`src/rtl/regfile_dump_reader.sv`:
```
// Register-file dump engine: walks START_REG..END_REG through one read port
// and streams each captured value on a valid/ready beat interface.
module regfile_dump_reader #(
    parameter int unsigned DATA_WIDTH = 32,
    parameter int unsigned ADDR_WIDTH = 5,
    parameter int unsigned START_REG  = 0,
    parameter int unsigned END_REG    = 31
) (
    input  logic                  clock,
    input  logic                  reset,
    input  logic                  start,
    input  logic                  abort,
    output logic [ADDR_WIDTH-1:0] rf_addr,
    input  logic [DATA_WIDTH-1:0] rf_data,
    output logic                  dump_valid,
    input  logic                  dump_ready,
    output logic [ADDR_WIDTH-1:0] dump_addr,
    output logic [DATA_WIDTH-1:0] dump_data,
    output logic                  dump_last,
    output logic                  busy,
    output logic                  done
);

    localparam logic [ADDR_WIDTH-1:0] StartAddr = ADDR_WIDTH'(START_REG);
    localparam logic [ADDR_WIDTH-1:0] EndAddr   = ADDR_WIDTH'(END_REG);

    typedef enum logic [1:0] {
        StIdle,
        StFetch,
        StSend
    } state_e;

    state_e                state;
    logic [ADDR_WIDTH-1:0] cnt;

    assign rf_addr = cnt;

    always_ff @(posedge clock) begin
        if (reset) begin
            state      <= StIdle;
            cnt        <= StartAddr;
            dump_addr  <= '0;
            dump_data  <= '0;
            dump_last  <= 1'b0;
            dump_valid <= 1'b0;
            busy       <= 1'b0;
            done       <= 1'b0;
        end else begin
            done <= 1'b0;
            unique case (state)
                StIdle: begin
                    if (start) begin
                        cnt   <= StartAddr;
                        busy  <= 1'b1;
                        state <= StFetch;
                    end
                end
                StFetch: begin
                    if (abort) begin
                        cnt   <= StartAddr;
                        busy  <= 1'b0;
                        state <= StIdle;
                    end else begin
                        // rf_data is the file's contents before this edge's write lands.
                        dump_data  <= rf_data;
                        dump_addr  <= cnt;
                        dump_last  <= (cnt == EndAddr);
                        dump_valid <= 1'b1;
                        state      <= StSend;
                    end
                end
                StSend: begin
                    if (abort) begin
                        // Abort beats a simultaneous acceptance; the beat is discarded.
                        cnt        <= StartAddr;
                        dump_valid <= 1'b0;
                        busy       <= 1'b0;
                        state      <= StIdle;
                    end else if (dump_ready) begin
                        dump_valid <= 1'b0;
                        if (dump_last) begin
                            cnt   <= StartAddr;
                            busy  <= 1'b0;
                            done  <= 1'b1;
                            state <= StIdle;
                        end else begin
                            cnt   <= cnt + 1'b1;
                            state <= StFetch;
                        end
                    end
                end
                default: begin
                    cnt        <= StartAddr;
                    dump_valid <= 1'b0;
                    busy       <= 1'b0;
                    state      <= StIdle;
                end
            endcase
        end
    end

endmodule

```
`config.mk`:
```
export PLATFORM = sky130hd
export DESIGN_NAME = regfile_dump_reader
export DESIGN_NICKNAME = d
export VERILOG_FILES = /design/src/rtl/regfile_dump_reader.sv
export SDC_FILE = /design/constraint.sdc
export NUM_CORES = 1
export LEC_CHECK = 0
export BUFFER_PORTS_ARGS = -buffer_cell sky130_fd_sc_hd__buf_2
export CORE_MARGIN = 1
export CORE_UTILIZATION = 44
export CTS_BUF_LIST = sky130_fd_sc_hd__clkbuf_4 sky130_fd_sc_hd__clkbuf_8
export DETAILED_ROUTE_END_ITERATION = 12
export PLACE_DENSITY = 0.83
export RECOVER_POWER = 100
export SLEW_MARGIN = 30
export SYNTH_ARGS = -nofsm -noshare
export SYNTH_HDL_FRONTEND = slang
export SYNTH_SLANG_ARGS = --single-unit
```
`constraint.sdc`:
```
create_clock -name clock -period 1.3 [get_ports clock]
set_input_delay 0.26 -clock clock [delete_from_list [all_inputs] [get_ports clock]]
set_output_delay 0.26 -clock clock [all_outputs]
set_load 0.005 [all_outputs]
```
==> flow_summary.toml <==
[finish]
fin_area_um2 = 2660
nNetsFinal = 363
drive_gt1_share_pct = 33.23
multiInputGateArea_um2 = 867.1
fill_cells = 362
area_growth_pct = 41.07
n_antenna_cell = 0
seqCellArea_um2 = 968.4

[worst_setup_path]
critPathArrivalTime_ns = 1.51
required_ns = 1.53
crit_type = "reg -> reg"
critical_path_buf_inv_count = 3
cp-start-kind = "flip-flop"
crit_fanout = 7
slowest_delay_ns = 0.39
critical_path.top_delay_family = "buffers and inverters"
path_common_cell = "buf_6"
crit_slowest_cell = "dfxtp_4"
critPathCaptureType = "flip-flop"
crit_chain = "buf_6, nor3b_4, buf_6, clkbuf_16, nand2_1, a21oi_1"

[global_route]
first_global_vias = 1583
antenna_found_initial = 0
track_usage_pct = 21.41
grt_pass1_wl_mm = 7.279
grt_max_degree = 42
grt.overflow.total = 0

[timing]
finalCritPeriodShare_pct = 98.60
tightest_slew_ns = 0.4497
slew_violations = 0
slew_headroom_pct = 70.02
rsz0062_at_grt = "true"
setup-tns-final_ns = 0
finClkSkew_ns = 0.008344
period_needed_ns = 1.282
setup_viol = 0
max_freq_ghz = 0.7802
hold_viol = 0

[cts]
root_buffer = "clkbuf_8"
cts-buffers-inserted = 5
cts.reportedPaths.clkPinSlew_ns = 0.09
cts.htree.levels = 2
clock_sinks = 48
clkLatencyLatePin_ns = 0.29
cts_tree = "yes"
clock_path_buffers = 2
hold_buffers = 0

[placement]
dp_hpwl_mm = 3.016
numPortBuffers = 82
post_dp_cell_area_um2 = 2396
place_congestion = 0.8132

[yosys]
synthesis.nets = 265
netlist.area_leader.share_pct = 50.96
netlist_area_um2 = 1886
ys.warnings.count = 0
ys_ff_latch = 48
synth.largest_area_cell = "dfxtp_1"
synth_edf_count = 0
synth.area.top_cells = "dfxtp_1 51%, nand2_1 16%, a21oi_1 11%"
yosysUniqueCellTypes = 31
synth_ff_type = "dfxtp_1"
syn_inst = 226
async_flop_share_pct = 0
syn_avg_cell_area_um2 = 8.343
seq_area_frac_synth_pct = 50.96

[routing]
ant_nets = 0
vias = 1885
drc_errors = 0
drtIter0Drc = 88
wl_per_cell_um = 13.10
viasPerCell = 5.027
wirelength_mm = 4.913
first_pass_iters = 5

[power]
ir_drop_mv = 0.4982
p_leak_nw = 1.105
power_density_nw_per_um2 = 1131

[floorplan]
die_y_um = 67.46
die-area_um2 = 4551
core-area_um2 = 4058
start_util_pct = 46.47
fp.dieW_um = 67.46
rows = 23
ioPinCount = 83

[run]
max-cap-violations = 0

[min_path]
hold_class = "in -> reg"

[status]
status = "finished clean"
Yosys cell counts, drive strengths merged (3+ instances only):
library cell and n:
clkbuf 4, nand2 78, o21ai 3, and3 3, buf 12, inv 4, nand3b 3, mux2i 4
a21oi 40, dfxtp 48, nor3b 4
cells by family (layout without fill, tap and decap cells):
| logic type | Yosys count | in the layout | synth area share [%] |
|---|---|---|---|
| flip-flops | 48 | 48 | 50.96 |
| multiplexers | 4 | 4 | 2.124 |
| AND/OR/NAND/NOR | 101 | 102 | 24.49 |
| adder cells (fa/ha/maj) | 2 | 2 | 1.327 |
| buffers and inverters | 20 | 118 | 6.104 |
| AO/OA/AOI/OAI | 51 | 51 | 15.00 |
where the power goes:
group / internal (mW) / leakage (nW) / total (mW) / switching, mW
Clock: 0.679 / 0.0645 / 1.16 / 0.485
Combinational: 0.157 / 0.650 / 0.312 / 0.155
Sequential: 1.51 / 0.390 / 1.53 / 0.0263
cells in the final DEF, fill, tap and decap left out, types with 3 or more instances in the layout:
cell type   n
clkbuf_8    7
buf_4      16
a21oi_1    35
mux2i_1     4
dfxtp_1    46
nand3b_1    3
and3_1      3
buf_8       4
inv_1       4
clkbuf_1   22
nand2_1    76
buf_2      59
a21oi_2     5
buf_6       3
timing repair:
item | in CTS | in global routing
setup buffers | 2 | 2
pin swaps | 0 | 6
gates resized for setup | 10 | 19
cloned | 3 | 1
setup endpoints to repair | 42 | 43
sequential cells by signal, indices dropped and copies added, names as in the netlist:
name,count
state,2
dump_data,32
dump_valid,1
busy,1
dump_addr,5
dump_last,1
done,1
rf_addr,5
worst reg2reg max path, stage by stage (launching register included):
cell and delay (ns):
dfxtp_4 0.39, buf_6 0.13, nor3b_4 0.18, buf_6 0.18, clkbuf_16 0.16, nand2_1 0.05, a21oi_1 0.13
routing by layer:
| layer | up-vias | track usage (%) | routed length [µm] |
|---|---|---|---|
| met2 | 58 | 34.90 | 2304 |
| met1 | 873 | 27.88 | 2308 |
| met5 | - | 0 | 0 |
| li1 | 948 | - | - |
| met4 | 0 | 7.181 | 34 |
| met3 | 6 | 4.392 | 266 |
worst paths after layout:
kind                               startpoint             to  slack [ns]  depth (start not counted)
worst max-delay path                 state[1]  dump_data[16]        0.02                          6
worst max register to register       state[1]  dump_data[16]        0.02                          6
worst min-delay path              rf_data[31]  dump_data[31]        0.19                          3
worst min register to register  dump_data[30]  dump_data[30]        0.46                          2
cell type report:
type / instances / area share [%]
multi-input combinational: 159 / 32.60
sequential: 48 / 36.41
clock inverter: 1 / 1.129
timing repair buffer: 106 / 23.33
clock buffer: 7 / 3.622
inverter: 4 / 0.5644
tap: 50 / 2.352
through the flow:
stage	total power [mW]	hold WS, ns	instances	setup WS, ns	util [%]
3_3_place_gp	1.828	0.4397	359	-0.006416	59.05
3_5_place_dp	1.836	0.4439	359	-0.04326	59.05
2_1_floorplan	1.708	0.3960	226	-0.01666	-
6_report	3.009	0.1925	375	0.01824	65.56
5_1_grt	3.126	0.1894	375	-0.02744	65.56
4_1_cts	3.010	0.1852	372	-0.005304	63.71
Power figures use the tool's default switching activity.
